<file path="config.mk">
export PLATFORM = sky130hd
export DESIGN_NAME = eth_fifo_stream_rdport
export DESIGN_NICKNAME = d
export VERILOG_FILES = /design/src/rtl/ethsubsys_fifo_pkg.sv /design/src/rtl/eth_skid_ram.sv /design/src/rtl/eth_fifo_stream_rdport.sv
export SDC_FILE = /design/constraint.sdc
export NUM_CORES = 1
export LEC_CHECK = 0
export CAP_MARGIN = 25
export CELL_PAD_IN_SITES_DETAIL_PLACEMENT = 1
export CELL_PAD_IN_SITES_GLOBAL_PLACEMENT = 1
export CORE_MARGIN = 5
export CORE_UTILIZATION = 40
export DETAILED_ROUTE_END_ITERATION = 16
export PLACE_DENSITY = 0.7
export SLEW_MARGIN = 20
export SYNTH_ARGS = -nofsm -noshare
export SYNTH_HDL_FRONTEND = slang
export SYNTH_HIERARCHICAL = 1
export SYNTH_SLANG_ARGS = --single-unit
</file>
<file path="constraint.sdc">
create_clock -name clk -period 2.15 [get_ports clk]
set_input_delay 0.43 -clock clk [delete_from_list [all_inputs] [get_ports clk]]
set_output_delay 0.43 -clock clk [all_outputs]
set_load 0.02 [all_outputs]
</file>
<file path="src/rtl/ethsubsys_fifo_pkg.sv">
// -----------------------------------------------------------------------------
// ethsubsys_fifo_pkg
// Shared constants and helpers for the ethsubsystem FIFO family
// (eth_sync_fifo_2psram and its read-side adapters).
//   RD_LAT_MIN / RD_LAT_MAX : legal range of the FIFO read latency
//   log2b(value)            : number of bits needed to hold 'value' (min 1)
// -----------------------------------------------------------------------------
package ethsubsys_fifo_pkg;

    localparam int unsigned RD_LAT_MIN = 1;
    localparam int unsigned RD_LAT_MAX = 2;

    // Width needed to represent 'value' itself (not value-1), so a counter
    // sized with log2b(N) can hold the full-occupancy value N.
    function automatic int unsigned log2b(input int unsigned value);
        int unsigned w;
        w = 1;
        for (int unsigned i = 1; i < 32; i++) begin
            if ((value >> i) != 0) begin
                w = i + 1;
            end
        end
        return w;
    endfunction

endpackage

</file>
<file path="src/rtl/eth_skid_ram.sv">
// -----------------------------------------------------------------------------
// eth_skid_ram
// DEPTH x DATA_WIDTH register array used as the skid buffer of the FIFO read
// adapter. Synchronous write at wr_ptr_i, asynchronous read at rd_ptr_i.
// Ports:
//   clk_i, rst_ni  : clock, asynchronous active-low reset (clears all entries)
//   wr_en_i        : write strobe
//   wr_ptr_i       : write address
//   wr_data_i      : write data
//   rd_ptr_i       : read address
//   rd_data_o      : read data (combinational from the array)
// -----------------------------------------------------------------------------
module eth_skid_ram #(
    parameter int unsigned DATA_WIDTH = 289,
    parameter int unsigned DEPTH      = 3,
    parameter int unsigned PTR_W      = 2
) (
    input  logic                  clk_i,
    input  logic                  rst_ni,
    input  logic                  wr_en_i,
    input  logic [PTR_W-1:0]      wr_ptr_i,
    input  logic [DATA_WIDTH-1:0] wr_data_i,
    input  logic [PTR_W-1:0]      rd_ptr_i,
    output logic [DATA_WIDTH-1:0] rd_data_o
);

    logic [DATA_WIDTH-1:0] mem_q [DEPTH];

    always_ff @(posedge clk_i or negedge rst_ni) begin
        if (!rst_ni) begin
            for (int i = 0; i < int'(DEPTH); i++) begin
                mem_q[i] <= '0;
            end
        end else if (wr_en_i) begin
            mem_q[wr_ptr_i] <= wr_data_i;
        end
    end

    assign rd_data_o = mem_q[rd_ptr_i];

endmodule

</file>
<file path="src/rtl/eth_fifo_stream_rdport.sv">
// -----------------------------------------------------------------------------
// eth_fifo_stream_rdport
// Read-side adapter for eth_sync_fifo_2psram: turns the FIFO's standard-read
// interface (rd_en, dout READ_LATENCY cycles later, empty) into a
// first-word-fall-through valid/ready stream. Reads are prefetched into a
// READ_LATENCY+2 entry skid buffer so streaming runs at one word per cycle.
// fifo_rd_en never depends on m_ready.
// Ports:
//   clk, rst_n  : clock, asynchronous active-low reset
//   fifo_rd_en  : read strobe to the FIFO
//   fifo_dout   : FIFO read data, valid READ_LATENCY cycles after fifo_rd_en
//   fifo_empty  : FIFO empty flag
//   flush       : synchronous flush of buffered and in-flight words
//   m_valid     : stream word valid
//   m_data      : stream word (held while m_valid && !m_ready)
//   m_ready     : downstream accept
//   buf_count   : words currently held in the skid buffer
// -----------------------------------------------------------------------------
module eth_fifo_stream_rdport
    import ethsubsys_fifo_pkg::*;
#(
    parameter  int unsigned DATA_WIDTH   = 289,
    parameter  int unsigned READ_LATENCY = 1,
    localparam int unsigned BUF_DEPTH    = READ_LATENCY + 2,
    localparam int unsigned CNT_WIDTH    = log2b(BUF_DEPTH)
) (
    input  logic                  clk,
    input  logic                  rst_n,
    output logic                  fifo_rd_en,
    input  logic [DATA_WIDTH-1:0] fifo_dout,
    input  logic                  fifo_empty,
    input  logic                  flush,
    output logic                  m_valid,
    output logic [DATA_WIDTH-1:0] m_data,
    input  logic                  m_ready,
    output logic [CNT_WIDTH-1:0]  buf_count
);

    localparam int unsigned PTR_W  = log2b(BUF_DEPTH - 1);
    localparam int unsigned INFL_W = log2b(READ_LATENCY);

    if ((READ_LATENCY < RD_LAT_MIN) || (READ_LATENCY > RD_LAT_MAX)) begin : g_bad_latency
        $error("eth_fifo_stream_rdport: READ_LATENCY must be 1 or 2");
    end

    logic                    active_q;
    logic [CNT_WIDTH-1:0]    occ_q, occ_d;
    logic [INFL_W-1:0]       infl_q, infl_d;
    logic [READ_LATENCY-1:0] rvld_q, rvld_d;
    logic [PTR_W-1:0]        wr_ptr_q, wr_ptr_d;
    logic [PTR_W-1:0]        rd_ptr_q, rd_ptr_d;
    logic                    room;
    logic                    issue;
    logic                    ret;
    logic                    pop;

    // BUF_DEPTH is not a power of two, so the wrap is explicit.
    function automatic logic [PTR_W-1:0] ptr_inc(input logic [PTR_W-1:0] p);
        return (p == PTR_W'(BUF_DEPTH - 1)) ? '0 : p + PTR_W'(1);
    endfunction

    // Counting in-flight reads against the free space guarantees every
    // returning word has a slot, without looking at m_ready. active_q keeps
    // the strobe low while rst_n is asserted.
    assign room       = (int'(occ_q) + int'(infl_q)) < int'(BUF_DEPTH);
    assign issue      = active_q && !fifo_empty && !flush && room;
    assign fifo_rd_en = issue;

    // A return landing during flush belongs to a discarded read.
    assign ret       = rvld_q[READ_LATENCY-1] && !flush;
    assign m_valid   = (occ_q != '0);
    assign pop       = m_valid && m_ready;
    assign buf_count = occ_q;

    always_comb begin
        occ_d    = occ_q;
        infl_d   = infl_q;
        wr_ptr_d = wr_ptr_q;
        rd_ptr_d = rd_ptr_q;
        rvld_d   = READ_LATENCY'({rvld_q, issue});

        if (flush) begin
            occ_d    = '0;
            infl_d   = '0;
            wr_ptr_d = '0;
            rd_ptr_d = '0;
            rvld_d   = '0;
        end else begin
            unique case ({ret, pop})
                2'b10:   occ_d = occ_q + CNT_WIDTH'(1);
                2'b01:   occ_d = occ_q - CNT_WIDTH'(1);
                default: occ_d = occ_q;
            endcase
            unique case ({issue, ret})
                2'b10:   infl_d = infl_q + INFL_W'(1);
                2'b01:   infl_d = infl_q - INFL_W'(1);
                default: infl_d = infl_q;
            endcase
            if (ret) begin
                wr_ptr_d = ptr_inc(wr_ptr_q);
            end
            if (pop) begin
                rd_ptr_d = ptr_inc(rd_ptr_q);
            end
        end
    end

    always_ff @(posedge clk or negedge rst_n) begin
        if (!rst_n) begin
            active_q <= 1'b0;
            occ_q    <= '0;
            infl_q   <= '0;
            rvld_q   <= '0;
            wr_ptr_q <= '0;
            rd_ptr_q <= '0;
        end else begin
            active_q <= 1'b1;
            occ_q    <= occ_d;
            infl_q   <= infl_d;
            rvld_q   <= rvld_d;
            wr_ptr_q <= wr_ptr_d;
            rd_ptr_q <= rd_ptr_d;
        end
    end

    eth_skid_ram #(
        .DATA_WIDTH (DATA_WIDTH),
        .DEPTH      (BUF_DEPTH),
        .PTR_W      (PTR_W)
    ) u_skid_ram (
        .clk_i     (clk),
        .rst_ni    (rst_n),
        .wr_en_i   (ret),
        .wr_ptr_i  (wr_ptr_q),
        .wr_data_i (fifo_dout),
        .rd_ptr_i  (rd_ptr_q),
        .rd_data_o (m_data)
    );

`ifndef SYNTHESIS
    // A return into a full buffer means the issue accounting is broken.
    always @(posedge clk) begin
        if (rst_n && ret) begin
            assert (occ_q < CNT_WIDTH'(BUF_DEPTH))
            else $error("eth_fifo_stream_rdport: skid buffer overflow");
        end
    end
`endif

endmodule
</file>
==> out/metrics.yaml <==
status: "finished, violations left"
violations: "setup timing"
synthFlopType: "dfrtp_1"
dp_slack_ns: -0.502
cp.required_ns: 1.72
root_buffer: "clkbuf_16"
cts_tree: "built"
async_flop_share: 1.00
cp_num_buf_inv: 4
crit_fanout: 14
gp_congestion: 0.788
ys_seq_elements: 876
fin_hold_ws_ns: 0.349
clock_path_buffers: 3
yosysTopAreaCell: "dfrtp_1"
p_leak_nw: 24.9
insertion_delay_ns: 0.68
yosys_warnings: 6
viasPerCell: 5.31
grt_max_degree: 75
setup_ws_ns: -0.678
grt_usage: 0.215
numCtsBuffers: 99
grt_pass1_wl_um: 181000
vdd_drop_max_uv: 602
dp_hpwl_um: 82100
slew_violations: 0
tightest_slew_ns: 0.632
dp_cells: 4437
yosys-top-cells-count: "dfrtp_1 (876), mux2_4 (420), mux2_2 (309), mux2i_1 (291), o2bb2ai_1 (289)"
synth_fp_nets: 2849
core_mm2: 0.100
final_antenna_net_count: 0
critPathKind: "reg -> out"
firstDrtPassIters: 4
num_rows: 116
finalWirelength_um: 119000
avgSynthCellArea_um2: 15.8
placed_cell_area_mm2: 0.0491
hold_viol: 0
syn_to_final_growth_pct: 30.5
cp-end-kind: "primary output"
start_util: 0.403
syn_area_mm2: 0.0404
crit_family: "buffers and inverters"
finalSetupViolCount: 293
synth_edf_count: 0
synth.most_common_cell: "dfrtp_1"
synth_seq_area_share: 0.543
synthTopCellsByArea: "dfrtp_1 (54%), mux2_4 (16%), mux2_2 (8.6%), mux2i_1 (7.2%), o2bb2ai_1 (6.3%)"
antenna_found_initial: 28
die_area_mm2: 0.107
drc_errors: 0
slowest_delay_ns: 0.57
clk_pin_slew_worst_paths_ns: 0.06
die_h_um: 328
initialDrtViolationCount: 938
hp-class: "in -> async"
power.density_mw_per_mm2: 921
ys_types: 30
io-pin-count: 587
grt.overflow.total: 0
grt_pass1_vias: 28600
min_period_ns: 2.83
nNetsFinal: 3546
maxSlewHeadroom: 0.579
synth_cells: 2553
cp.arrival_ns: 2.40
io_buffers: 586
layout.cells.non_filler: 4649
power_mw: 48.6
rsz0062_at_grt: "true"
cp_slowest_cell: "dfrtp_4"
clock-sinks: 876
clock_skew_ns: 0.0291
synth_top_area_frac: 0.543
timing.final.crit_share: 1.32
via_count: 24700
timing.fmax_mhz: 354
cap_violations: 0
cts.htree.levels: 3
layout-drive-gt1-share: 0.411
wl_per_cell_um: 25.7
path_cells: "buf_4, clkbuf_16, buf_12, mux2i_1, o2bb2ai_2, clkdlybuf4s15_2"
die_w_um: 328
design_area_mm2: 0.0527
start_kind: "flip-flop"
stage by stage:
stage | utilization | TNS, ns
2_1_floorplan | - | 0
3_5_place_dp | 0.490 | -406.40
3_3_place_gp | 0.490 | -372.24
5_1_grt | 0.526 | -186.15
6_report | 0.526 | -152.97
4_1_cts | 0.524 | -230.29
power breakdown:
part           internal (mW)  switching (mW)  leakage [nW]
Combinational           5.47            5.57          11.8
Clock                   10.5            6.91          1.66
Sequential              18.8            1.30          11.5
Total                   34.8            13.8          24.9
logic make-up (layout without fill, tap and decap cells):
kind of cell,Yosys count,in the layout,synth area share
mux,1161,1161,0.354
compound gates,296,296,0.0638
xor+xnor,1,1,0.000217
other cells,1,23,0.0000928
flops,876,876,0.543
fa+ha+maj,2,2,0.000619
simple gates,22,22,0.00331
buf+inv,194,970,0.0359
worst paths after layout:
kind,startpoint,endpoint,slack (ns),cells past startpoint
max,rd_ptr_q[1],m_data[64],-0.68,6
min in group clk,fifo_dout[200],u_skid_ram/mem_q[489],0.42,2
min reg2reg,u_skid_ram/mem_q[746],u_skid_ram/mem_q[746],0.48,1
max reg2reg,buf_count[0],infl_q,0.16,6
min,rst_n,u_skid_ram/mem_q[314],0.35,2
max in group asynchronous,rst_n,u_skid_ram/mem_q[858],0.88,3
metal layers:
layer,up-vias,share of wire,GRT usage
li1,10900,-,-
met1,13100,0.40,0.257
met2,482,0.52,0.383
met3,182,0.039,0.0399
met4,14,0.034,0.0849
met5,-,0.00075,0
placed cells by master, fill, tap and decap left out, types with 2 or more instances in the layout:
cell | netlist | layout
nor2b_1 | 3 | 2
dlygate4sd2_1 | 0 | 17
clkbuf_1 | 32 | 23
buf_12 | 0 | 99
a21oi_1 | 5 | 5
buf_4 | 24 | 202
mux2i_2 | 0 | 7
clkdlybuf4s50_1 | 0 | 295
mux2_1 | 141 | 141
dfrtp_1 | 876 | 874
clkinv_8 | 0 | 3
o2bb2ai_4 | 0 | 3
clkbuf_2 | 0 | 44
mux2_4 | 420 | 420
mux2_2 | 309 | 309
clkinv_2 | 0 | 12
bufinv_16 | 0 | 8
buf_2 | 58 | 17
dlymetal6s2s_1 | 0 | 49
nand3b_1 | 2 | 2
o2bb2ai_1 | 289 | 253
nand2_1 | 4 | 4
clkbuf_8 | 0 | 25
clkbuf_16 | 0 | 104
o2bb2ai_2 | 0 | 33
buf_16 | 0 | 3
dfrtp_4 | 0 | 2
buf_6 | 73 | 22
clkinvlp_4 | 0 | 4
diode_2 | 0 | 22
inv_6 | 0 | 3
mux2i_1 | 291 | 283
clkdlybuf4s15_2 | 0 | 37
nor2_1 | 5 | 5
flip-flops by register name, summed over array words and instances, names as in the netlist:
signal,cells
active_q,1
buf_count,2
infl_q,1
rd_ptr_q,2
rvld_q,1
u_skid_ram/mem_q,867
wr_ptr_q,2
worst register-to-register path, cell delays in order (launching register included):
cell	delay [ns]
dfrtp_1	0.38
ha_1	0.20
ha_2	0.18
or4b_4	0.51
a21oi_4	0.16
buf_4	0.14
mux2_1	0.30
repair_timing:
| item | CTS | global route |
|---|---|---|
| resized for setup | 472 | 355 |
| endpoints found under the hold margin | 23 | 0 |
| setup endpoints to repair | 293 | 293 |
| buffers inserted | 1 | 5 |
| gates cloned | 1 | 2 |
| hold buffers | 1 | 0 |
| pin swaps | 14 | 16 |
layout make-up:
class	count	area, µm²
diodes	22	55.1
clock buffers	150	2980
clock inverters	30	405
fillers	9504	47400
multi-input cells	1483	17400
flip-flops and latches	876	21900
well taps	1298	1620
repair buffers	790	8370
No activity file was read; power rests on OpenSTA's default activity.
